`config.mk`:
```
export PLATFORM = sky130hd
export DESIGN_NAME = ddr5_flt_monitor_flat
export DESIGN_NICKNAME = d
export VERILOG_FILES = /design/src/rtl/ddr5_flt_pkg.sv /design/src/rtl/ddr5_flt_monitor_if.sv /design/src/rtl/ddr5_flt_filter.sv /design/src/rtl/ddr5_flt_monitor.sv /design/src/flat_wrapper.sv
export SDC_FILE = /design/constraint.sdc
export NUM_CORES = 1
export LEC_CHECK = 0
export CAP_MARGIN = 0
export CORE_MARGIN = 5
export CORE_UTILIZATION = 30
export CTS_BUF_LIST = sky130_fd_sc_hd__clkbuf_4 sky130_fd_sc_hd__clkbuf_8
export DETAILED_ROUTE_END_ITERATION = 7
export PLACE_DENSITY_LB_ADDON = 0.12
export SYNTH_ARGS = -nofsm -noshare
export SYNTH_HDL_FRONTEND = slang
export SYNTH_SLANG_ARGS = --single-unit
```
`constraint.sdc`:
```
create_clock -name iClk -period 2.49 [get_ports iClk]
set_input_delay 0.498 -clock iClk [delete_from_list [all_inputs] [get_ports iClk]]
set_output_delay 0.498 -clock iClk [all_outputs]
set_load 0.02 [all_outputs]
```
`src/rtl/ddr5_flt_pkg.sv`:
```
// Shared types and default constants for the DDR5 fault monitor.
package ddr5_flt_pkg;

  typedef enum logic [1:0] {
    ST_IDLE    = 2'd0,
    ST_ARMED   = 2'd1,
    ST_REQ     = 2'd2,
    ST_LATCHED = 2'd3
  } fltState_t;

  localparam int DEF_MC_SIZE        = 4;
  localparam int DEF_FILT_CYCLES    = 4;
  localparam int DEF_TIMEOUT_CYCLES = 2000;

endpackage

```
`src/rtl/ddr5_flt_monitor_if.sv`:
```
// Fault/handshake/log bundle between the DDR5 fault monitor (master) and its environment (slave).
interface ddr5_flt_monitor_if #(
  parameter int MC_SIZE = ddr5_flt_pkg::DEF_MC_SIZE
);
  localparam int IDX_W = (MC_SIZE > 1) ? $clog2(MC_SIZE) : 1;

  logic               iCpuPwrGd;
  logic               iSlpS5Id;
  logic [MC_SIZE-1:0] iDIMM_MEM_FLT;
  logic [MC_SIZE-1:0] iPWRGD_DRAMPWRGD_OK;
  logic               iFltAck;
  logic               oFltPwrDwnReq;
  logic               oFltValid;
  logic [MC_SIZE-1:0] oFltMask;
  logic [IDX_W-1:0]   oFirstFltIdx;
  logic               oAckTimeout;

  modport master (
    input  iCpuPwrGd, iSlpS5Id, iDIMM_MEM_FLT, iPWRGD_DRAMPWRGD_OK, iFltAck,
    output oFltPwrDwnReq, oFltValid, oFltMask, oFirstFltIdx, oAckTimeout
  );

  modport slave (
    output iCpuPwrGd, iSlpS5Id, iDIMM_MEM_FLT, iPWRGD_DRAMPWRGD_OK, iFltAck,
    input  oFltPwrDwnReq, oFltValid, oFltMask, oFirstFltIdx, oAckTimeout
  );

endinterface

```
`src/rtl/ddr5_flt_filter.sv`:
```
// Per-channel consecutive-sample fault filter with saturating counter and qualify pulse.
module ddr5_flt_filter
  import ddr5_flt_pkg::*;
#(
  parameter int FILT_CYCLES = DEF_FILT_CYCLES
) (
  input  logic iClk,
  input  logic iRst_n,
  input  logic iClr,
  input  logic iFlt,
  output logic oQual
);
  localparam int CNT_W = $clog2(FILT_CYCLES + 1);
  localparam logic [CNT_W-1:0] CNT_MAX = CNT_W'(FILT_CYCLES);

  logic [CNT_W-1:0] cntReg;

  always_ff @(posedge iClk or negedge iRst_n) begin
    if (!iRst_n) begin
      cntReg <= '0;
    end else if (iClr || !iFlt) begin
      cntReg <= '0;
    end else if (cntReg != CNT_MAX) begin
      cntReg <= cntReg + CNT_W'(1);
    end
  end

  // Pulse is high during the cycle whose closing edge brings the count to FILT_CYCLES,
  // so the top can register the qualification on that very edge.
  assign oQual = !iClr && iFlt && (cntReg == CNT_MAX - CNT_W'(1));

endmodule

```
`src/rtl/ddr5_flt_monitor.sv`:
```
// DDR5 fault qualifier: arms on CPU/DRAM power good, filters per-MC faults, requests
// power-down with ack handshake and keeps a sticky fault log. Optional ack timeout: DDR5_FLT_ACK_TIMEOUT_EN.
module ddr5_flt_monitor
  import ddr5_flt_pkg::*;
#(
  parameter int MC_SIZE        = DEF_MC_SIZE,
  parameter int FILT_CYCLES    = DEF_FILT_CYCLES,
  parameter int TIMEOUT_CYCLES = DEF_TIMEOUT_CYCLES
) (
  input logic iClk,
  input logic iRst_n,
  ddr5_flt_monitor_if.master bus
);
  localparam int IDX_W = (MC_SIZE > 1) ? $clog2(MC_SIZE) : 1;

  fltState_t          stateReg;
  logic               reqReg;
  logic               validReg;
  logic [MC_SIZE-1:0] maskReg;
  logic [IDX_W-1:0]   idxReg;
  logic               toReg;

  logic [MC_SIZE-1:0] qual;
  logic [IDX_W-1:0]   firstIdx;
  logic               armOk;
  logic               timeoutHit;

  generate
    for (genvar gi = 0; gi < MC_SIZE; gi++) begin : gFilt
      ddr5_flt_filter #(
        .FILT_CYCLES(FILT_CYCLES)
      ) uFilt (
        .iClk  (iClk),
        .iRst_n(iRst_n),
        .iClr  (stateReg == ST_IDLE),
        .iFlt  (bus.iDIMM_MEM_FLT[gi]),
        .oQual (qual[gi])
      );
    end
  endgenerate

  // Scan downward so the lowest set index is the one left standing.
  always_comb begin
    firstIdx = '0;
    for (int i = MC_SIZE - 1; i >= 0; i--) begin
      if (qual[i]) firstIdx = IDX_W'(i);
    end
  end

  assign armOk = bus.iCpuPwrGd && (&bus.iPWRGD_DRAMPWRGD_OK) && !bus.iSlpS5Id;

`ifdef DDR5_FLT_ACK_TIMEOUT_EN
  localparam int TO_W = $clog2(TIMEOUT_CYCLES + 1);
  logic [TO_W-1:0] toCntReg;

  always_ff @(posedge iClk or negedge iRst_n) begin
    if (!iRst_n) begin
      toCntReg <= '0;
    end else if (stateReg != ST_REQ) begin
      toCntReg <= '0;
    end else begin
      toCntReg <= toCntReg + TO_W'(1);
    end
  end

  assign timeoutHit = (toCntReg == TO_W'(TIMEOUT_CYCLES - 1));
`else
  assign timeoutHit = 1'b0;
`endif

  always_ff @(posedge iClk or negedge iRst_n) begin
    if (!iRst_n) begin
      stateReg <= ST_IDLE;
      reqReg   <= 1'b0;
      validReg <= 1'b0;
      maskReg  <= '0;
      idxReg   <= '0;
      toReg    <= 1'b0;
    end else begin
      case (stateReg)
        ST_IDLE: begin
          if (armOk) stateReg <= ST_ARMED;
        end
        ST_ARMED: begin
          // A normal S5/power-good drop is not a fault and beats a same-edge qualification.
          if (!bus.iCpuPwrGd || bus.iSlpS5Id) begin
            stateReg <= ST_IDLE;
          end else if (|qual) begin
            stateReg <= ST_REQ;
            reqReg   <= 1'b1;
            validReg <= 1'b1;
            maskReg  <= qual;
            idxReg   <= firstIdx;
          end
        end
        ST_REQ: begin
          maskReg <= maskReg | qual;
          if (bus.iFltAck) begin
            stateReg <= ST_LATCHED;
            reqReg   <= 1'b0;
          end else if (timeoutHit) begin
            stateReg <= ST_LATCHED;
            reqReg   <= 1'b0;
            toReg    <= 1'b1;
          end
        end
        ST_LATCHED: begin
          if (bus.iSlpS5Id) begin
            stateReg <= ST_IDLE;
            validReg <= 1'b0;
            maskReg  <= '0;
            idxReg   <= '0;
            toReg    <= 1'b0;
          end else begin
            maskReg <= maskReg | qual;
          end
        end
        default: stateReg <= ST_IDLE;
      endcase
    end
  end

  assign bus.oFltPwrDwnReq = reqReg;
  assign bus.oFltValid     = validReg;
  assign bus.oFltMask      = maskReg;
  assign bus.oFirstFltIdx  = idxReg;
  assign bus.oAckTimeout   = toReg;

endmodule

```
`src/flat_wrapper.sv`:
```
// flat-port wrapper written by rule: the top's interface ports become plain ports
module ddr5_flt_monitor_flat import ddr5_flt_pkg::*;
#(
  parameter int MC_SIZE        = DEF_MC_SIZE,
  parameter int FILT_CYCLES    = DEF_FILT_CYCLES,
  parameter int TIMEOUT_CYCLES = DEF_TIMEOUT_CYCLES
)
  (iClk, iRst_n, bus_iCpuPwrGd, bus_iSlpS5Id, bus_iDIMM_MEM_FLT, bus_iPWRGD_DRAMPWRGD_OK, bus_iFltAck, bus_oFltPwrDwnReq, bus_oFltValid, bus_oFltMask, bus_oFirstFltIdx, bus_oAckTimeout);
  ddr5_flt_monitor_if #(.MC_SIZE(MC_SIZE)) bus_i ();
  input logic iClk;
  input logic iRst_n;
  input wire logic [$bits(bus_i.iCpuPwrGd)-1:0] bus_iCpuPwrGd;
  input wire logic [$bits(bus_i.iSlpS5Id)-1:0] bus_iSlpS5Id;
  input wire logic [$bits(bus_i.iDIMM_MEM_FLT)-1:0] bus_iDIMM_MEM_FLT;
  input wire logic [$bits(bus_i.iPWRGD_DRAMPWRGD_OK)-1:0] bus_iPWRGD_DRAMPWRGD_OK;
  input wire logic [$bits(bus_i.iFltAck)-1:0] bus_iFltAck;
  output wire logic [$bits(bus_i.oFltPwrDwnReq)-1:0] bus_oFltPwrDwnReq;
  output wire logic [$bits(bus_i.oFltValid)-1:0] bus_oFltValid;
  output wire logic [$bits(bus_i.oFltMask)-1:0] bus_oFltMask;
  output wire logic [$bits(bus_i.oFirstFltIdx)-1:0] bus_oFirstFltIdx;
  output wire logic [$bits(bus_i.oAckTimeout)-1:0] bus_oAckTimeout;
  assign bus_i.iCpuPwrGd = bus_iCpuPwrGd;
  assign bus_i.iSlpS5Id = bus_iSlpS5Id;
  assign bus_i.iDIMM_MEM_FLT = bus_iDIMM_MEM_FLT;
  assign bus_i.iPWRGD_DRAMPWRGD_OK = bus_iPWRGD_DRAMPWRGD_OK;
  assign bus_i.iFltAck = bus_iFltAck;
  assign bus_oFltPwrDwnReq = bus_i.oFltPwrDwnReq;
  assign bus_oFltValid = bus_i.oFltValid;
  assign bus_oFltMask = bus_i.oFltMask;
  assign bus_oFirstFltIdx = bus_i.oFirstFltIdx;
  assign bus_oAckTimeout = bus_i.oAckTimeout;
  ddr5_flt_monitor #(.MC_SIZE(MC_SIZE), .FILT_CYCLES(FILT_CYCLES), .TIMEOUT_CYCLES(TIMEOUT_CYCLES)) u_core (.iClk(iClk), .iRst_n(iRst_n), .bus(bus_i));
endmodule
```
==> results.sh, run 1 <==
export IMPL_status="complete, no violations"
export IMPL_drtIter0Drc=47
export IMPL_ir_drop_uv=149.2
export IMPL_fin_tns_setup_ns=0
export IMPL_grtUsageMet2=0.1599
export IMPL_p_seq_frac=0.586
export IMPL_grt_max_degree=23
export IMPL_min_path_type="reg -> reg"
export IMPL_avgSynthCellArea_um2=9.694
export IMPL_root_buffer="clkbuf_8"
export IMPL_ios=22
export IMPL_p_int_uw=487.0
export IMPL_period_share=0.7427
export IMPL_maxCapViolCount=0
export IMPL_gp_congestion=0.7502
export IMPL_grt_pass1_vias=903
export IMPL_crit_buf_inv=1
export IMPL_synth_distinct_cells=27
export IMPL_finalWirelength_mm=2.427
export IMPL_critical_path_top_delay_family="compound AO/OA/AOI/OAI gates"
export IMPL_slew_viol_final=0
export IMPL_setup_viol=0
export IMPL_dp_hpwl_mm=1.878
export IMPL_finClkSkew_ns=0.002380
export IMPL_via_count=920
export IMPL_final_cell_mix="nand2_1, dfrtp_1, clkdlybuf4s50_1, inv_1, ha_1"
export IMPL_static_leakage_power_uw=0.0006335
export IMPL_required_ns=2.64
export IMPL_antenna_found_initial=0
export IMPL_grtUsageTotal=0.1026
export IMPL_critPathMaxFanout=7
export IMPL_die_area_um2=5336
export IMPL_rows=23
export IMPL_cts_buffers=3
export IMPL_area_growth_synth_to_final_pct=24.66
export IMPL_drt_first_pass_iters=4
export IMPL_drive_gt1_frac=0.08333
export IMPL_h_tree_depth=1
export IMPL_fin_nets=171
export IMPL_grt_overflow_total=0
export IMPL_path_cells="clkdlybuf4s50_1 -> nand2b_4 -> a311oi_2 -> o21ai_2 -> a32o_1"
export IMPL_min_period_ns=1.849
export IMPL_cpMaxStageDelayCell="clkdlybuf4s50_1"
export IMPL_insertion_delay_ns=0.25
export IMPL_use_met3=0.02617
export IMPL_route_detailed_drc=0
export IMPL_pwr_share_clk=0.347
export IMPL_drt_wirelength_per_cell_um=12.51
export IMPL_post_cts_buffers=0
export IMPL_multi_input_area_um2=575.6
export IMPL_fillers=425
export IMPL_cts_buffer_depth=2
export IMPL_p_comb_frac=0.067
export IMPL_grtUsageMet1=0.1343
export IMPL_ys_seq_area_frac=0.4617
export IMPL_grt_pass1_wl_mm=4.243
export IMPL_post_cts_resized=0
export IMPL_layout_commonest_cell="nand2_1"
export IMPL_power_density_nw_per_um2=412.2
export IMPL_startpoint_type="input pin"
export IMPL_regArea_um2=550.5
export IMPL_die_x_um=73.05
export IMPL_die_h_um=73.05
export IMPL_sw_frac_of_total=0.2052
export IMPL_placedCellCount=191
export IMPL_ant_nets=0
export IMPL_switchingPower_uw=125.7
export IMPL_max_freq_ghz=0.5407
export IMPL_clkTransAtPathRegs_ns=0.07
export IMPL_worstSetupPathType="in -> reg"
export IMPL_cts_sinks=22
export IMPL_io_buffers=20
export IMPL_core_area_um2=3914
export IMPL_cp_data_arrival_time_ns=2.00
export IMPL_final_cells=194
export IMPL_synth_nets=148
export IMPL_rsz0062_at_grt="no"
export IMPL_synth_area_um2=1192
export IMPL_max_stage_delay_ns=0.53
export IMPL_yosys_warnings=0
export IMPL_cts_hold_buf=0
export IMPL_hold_viol_final=0
export IMPL_top_usage_layer="met2"
export IMPL_diodes=0
export IMPL_synthCells=123
export IMPL_initial_core_util=0.3047
export IMPL_end_kind="flop"
export IMPL_holdWs_ns=0.4780
export IMPL_cts_tree="yes"
export IMPL_ys_ff_latch=22
export IMPL_vias_per_cell=4.742
-- final cells by class --
class,instances,share of cell area
Tap cell,50,0.04209
Multi-Input combinational cell,85,0.3872
Clock buffer,3,0.02778
Timing Repair Buffer,21,0.1397
Inverter,13,0.03283
Sequential cell,22,0.3704
-- flip-flops by register name, summed over array words and instances (netlist names), named ones only --
name,flops
u_core.gFilt.uFilt.cntReg,12
u_core.bus.oFirstFltIdx,2
u_core.stateReg,1
u_core.bus.oFltPwrDwnReq,1
u_core.bus.oFltValid,1
u_core.bus.oFltMask,4
-- metrics by stage --
| step | cell area (um^2) | utilization | total power (uW) | worst slack [ns] |
|---|---|---|---|---|
| finish | 1486 | 0.3798 | 612.8 | 0.6406 |
| floorplan | 1192 | - | 375.5 | 0.9253 |
| global placement | 1445 | 0.3692 | 407.5 | 0.4656 |
| CTS | 1486 | 0.3798 | 630.0 | 0.6817 |
| detailed placement | 1445 | 0.3692 | 407.9 | 0.4048 |
| global route | 1486 | 0.3798 | 650.2 | 0.5537 |
-- worst paths after layout --
check / from / to / slack, ns / cells after the start
max: bus_iSlpS5Id / u_core.bus.oFltMask[1]$_DFFE_PN0P_ / 0.64 / 5
min: u_core.bus.oFltValid$_DFFE_PN0P_ / u_core.bus.oFltValid$_DFFE_PN0P_ / 0.48 / 2
max reg2reg: u_core.gFilt[2].uFilt.cntReg[0]$_DFFE_PN0P_ / u_core.bus.oFirstFltIdx[1]$_DFFE_PN0P_ / 0.71 / 6
min reg2reg: u_core.bus.oFltValid$_DFFE_PN0P_ / u_core.bus.oFltValid$_DFFE_PN0P_ / 0.48 / 2
max in group asynchronous: iRst_n / u_core.gFilt[1].uFilt.cntReg[1]$_DFFE_PN0P_ / 1.67 / 2
min in group asynchronous: iRst_n / u_core.bus.oFltMask[0]$_DFFE_PN0P_ / 0.59 / 2
-- cells by family (layout without fill, tap and decap cells) --
kind of cell | after synthesis | count (layout) | share of synthesized area
AO/OA/AOI/OAI | 26 | 26 | 0.1616
XOR/XNOR | 4 | 4 | 0.02938
adder cells (fa/ha/maj) | 12 | 12 | 0.1259
buffers and inverters | 16 | 37 | 0.05562
flip-flops | 22 | 22 | 0.4617
other | 1 | 1 | 0.003145
AND/OR/NAND/NOR | 42 | 42 | 0.1626
-- power groups by stage --
stage	Clock [uW]	Combinational, uW	Sequential, uW
finish	213	41.1	359
global route	245	46.3	359
CTS	229	42.1	359
detailed placement	0	41.8	366
global placement	0	41.5	366
floorplan	0	10.1	365
-- worst min-delay path: stages (launching register included) --
cell	delay [ns]
dfrtp_1	0.34
nand2_1	0.05
nand2_1	0.05
-- cells in the mapped netlist (all sizes together) --
master / instances / area [um^2]
conb: 1 / 3.750
ha: 12 / 150.1
nand2b: 1 / 13.76
nand4: 2 / 12.51
a21bo: 1 / 10.01
inv: 13 / 48.80
a31oi: 1 / 6.260
o2bb2ai: 3 / 26.28
nand2: 23 / 86.33
nor2: 6 / 22.52
nand3: 6 / 30.03
or2: 1 / 6.260
o31a: 1 / 10.01
a22oi: 1 / 12.51
a32o: 3 / 30.03
buf: 3 / 17.52
and2: 1 / 7.510
o21ai: 4 / 23.77
nor2b: 1 / 6.260
a21oi: 10 / 50.05
a32oi: 1 / 8.760
a311oi: 1 / 15.01
and2b: 1 / 8.760
dfrtp: 22 / 550.5
xnor2: 4 / 35.03
-- layer usage --
metal | part of all wire | routed length [um] | vias up
li1 | - | - | 461
met1 | 0.47 | 1148 | 440
met2 | 0.47 | 1135 | 17
met3 | 0.052 | 127 | 2
met4 | 0.0070 | 17 | 0
met5 | 0 | 0 | -
(Power assumes the default switching activity.)
==> run 2: changes to the inputs <==
- clock period: 2.49 -> 1.9 ns (I/O delays scaled with it)
==> results.sh, run 2 (synthesis results as in run 1) <==
export IMPL_insertion_delay_ns=0.26
export IMPL_layout_commonest_cell="nand2_1"
export IMPL_drt_wirelength_per_cell_um=12.76
export IMPL_max_stage_delay_ns=0.42
export IMPL_die_area_um2=5336
export IMPL_critPathMaxFanout=5
export IMPL_ff2ff_setup_slack_ns=0.16
export IMPL_power_density_nw_per_um2=532.3
export IMPL_finalWirelength_mm=2.552
export IMPL_startpoint_type="flop"
export IMPL_vias_per_cell=4.725
export IMPL_drive_gt1_frac=0.1200
export IMPL_reg2reg_to="u_core.bus.oFltMask[2]$_DFFE_PN0P_"
export IMPL_cts_sinks=22
export IMPL_ant_nets=0
export IMPL_worstHoldStart="u_core.bus.oFltValid$_DFFE_PN0P_"
export IMPL_slew_viol_final=0
export IMPL_area_growth_synth_to_final_pct=28.44
export IMPL_max_freq_ghz=0.5758
export IMPL_post_cts_resized=0
export IMPL_io_buffers=20
export IMPL_status="complete, no violations"
export IMPL_regMostFlops="u_core.gFilt.uFilt.cntReg"
export IMPL_clkTransAtPathRegs_ns=0.08
export IMPL_final_cell_mix="nand2_1, dfrtp_1, clkdlybuf4s50_1, inv_1, ha_1"
export IMPL_antenna_found_initial=0
export IMPL_cpMaxStageDelayCell="dfrtp_1"
export IMPL_ir_drop_uv=499.6
export IMPL_hold_path_endpoint="u_core.bus.oFltValid$_DFFE_PN0P_"
export IMPL_root_buffer="clkbuf_8"
export IMPL_setup_viol=0
export IMPL_grt_max_degree=23
export IMPL_h_tree_depth=1
export IMPL_hold_viol_final=0
export IMPL_grt_overflow_total=0
export IMPL_die_x_um=73.05
export IMPL_core_area_um2=3914
export IMPL_largest_reg_flops=12
export IMPL_die_h_um=73.05
export IMPL_grt_pass1_vias=929
export IMPL_initial_core_util=0.3047
export IMPL_route_detailed_drc=0
export IMPL_path_cells="ha_1 -> ha_1 -> a22oi_2 -> a311oi_2 -> o21ai_2 -> a32o_1"
export IMPL_critical_path_top_delay_family="compound AO/OA/AOI/OAI gates"
export IMPL_cts_buffers=3
export IMPL_gp_congestion=0.7048
export IMPL_diodes=0
export IMPL_required_ns=2.10
export IMPL_worstSetupPathType="reg -> reg"
export IMPL_grt_pass1_wl_mm=4.326
export IMPL_hold_depth=2
export IMPL_post_cts_buffers=0
export IMPL_final_cells=200
export IMPL_fillers=421
export IMPL_fin_nets=177
export IMPL_min_path_type="reg -> reg"
export IMPL_cp_data_arrival_time_ns=1.94
export IMPL_cts_buffer_depth=2
export IMPL_ios=22
export IMPL_fin_tns_setup_ns=0
export IMPL_rsz0062_at_grt="no"
export IMPL_drt_first_pass_iters=4
export IMPL_min_period_ns=1.737
export IMPL_cts_hold_buf=0
export IMPL_cpMostUsedCell="ha_1"
export IMPL_period_share=0.9141
export IMPL_static_leakage_power_uw=0.0006623
export IMPL_cts_tree="yes"
export IMPL_ff2ff_path_depth=6
export IMPL_r2r_start="u_core.gFilt[2].uFilt.cntReg[0]$_DFFE_PN0P_"
export IMPL_crit_buf_inv=0
export IMPL_dp_hpwl_mm=2.012
export IMPL_via_count=945
export IMPL_drtIter0Drc=51
export IMPL_rows=23
export IMPL_grtUsageTotal=0.1052
export IMPL_end_kind="flop"
export IMPL_finClkSkew_ns=0.006209
export IMPL_placedCellCount=197
export IMPL_maxCapViolCount=0
## run 2: cell count changes in the layout (fill, tap and decap cells not counted), sizes merged
cell,delta
buf,+6
## run 2: where the power goes
group | switching [uW] | total [uW] | internal, uW
Sequential | 1.72 | 470 | 469
Clock | 143 | 284 | 141
Combinational | 27.0 | 60.4 | 33.4
Total | 172 | 815 | 643
## run 2: worst max-delay path by stage
stage                                                start                                  to  slack (ns)  cells past startpoint
2_1_floorplan  u_core.gFilt[2].uFilt.cntReg[0]$_DFFE_PN0P_  u_core.bus.oFltMask[1]$_DFFE_PN0P_        0.34                      6
3_3_place_gp                          bus_iDIMM_MEM_FLT[1]  u_core.bus.oFltMask[3]$_DFFE_PN0P_        0.12                      5
3_5_place_dp                                 bus_iCpuPwrGd  u_core.bus.oFltMask[2]$_DFFE_PN0P_        0.09                      5
4_1_cts        u_core.gFilt[2].uFilt.cntReg[0]$_DFFE_PN0P_  u_core.bus.oFltMask[2]$_DFFE_PN0P_        0.13                      6
5_1_grt        u_core.gFilt[3].uFilt.cntReg[0]$_DFFE_PN0P_  u_core.bus.oFltMask[2]$_DFFE_PN0P_        0.04                      6
6_report       u_core.gFilt[2].uFilt.cntReg[0]$_DFFE_PN0P_  u_core.bus.oFltMask[2]$_DFFE_PN0P_        0.16                      6
## run 2: layout make-up
cell class	instances	area, um^2	area share
multi-input cells	85	575.6	0.3758
clock buffers	3	41.29	0.02696
inverters	13	48.80	0.03186
well taps	50	62.56	0.04085
repair buffers	27	252.7	0.1650
flip-flops and latches	22	550.5	0.3595
## run 2: worst reg2reg max path, cell delays in order, from the launching register on
cell	delay, ns
dfrtp_1	0.42
ha_1	0.22
ha_1	0.22
a22oi_2	0.24
a311oi_2	0.16
o21ai_2	0.27
a32o_1	0.17
## run 2: routing by layer
| layer | GRT usage | routed length (um) | up-vias | part of all wire |
|---|---|---|---|---|
| li1 | - | - | 473 | - |
| met1 | 0.1248 | 1067 | 450 | 0.42 |
| met2 | 0.1797 | 1288 | 20 | 0.50 |
| met3 | 0.03857 | 178 | 2 | 0.070 |
| met4 | 0.02459 | 17 | 0 | 0.0067 |
| met5 | 0 | 0 | - | 0 |
## run 2: metrics by stage
stage | instance area [um^2] | setup WS (ns) | util | power [uW] | hold slack, ns
6_report | 1531 | 0.1632 | 0.3913 | 815.1 | 0.4721
3_5_place_dp | 1490 | 0.08810 | 0.3808 | 541.0 | 0.4612
3_3_place_gp | 1490 | 0.1243 | 0.3808 | 540.3 | 0.4616
4_1_cts | 1531 | 0.1302 | 0.3913 | 832.6 | 0.4805
2_1_floorplan | 1192 | 0.3353 | - | 492.2 | 0.08441
5_1_grt | 1531 | 0.03522 | 0.3913 | 867.1 | 0.4939
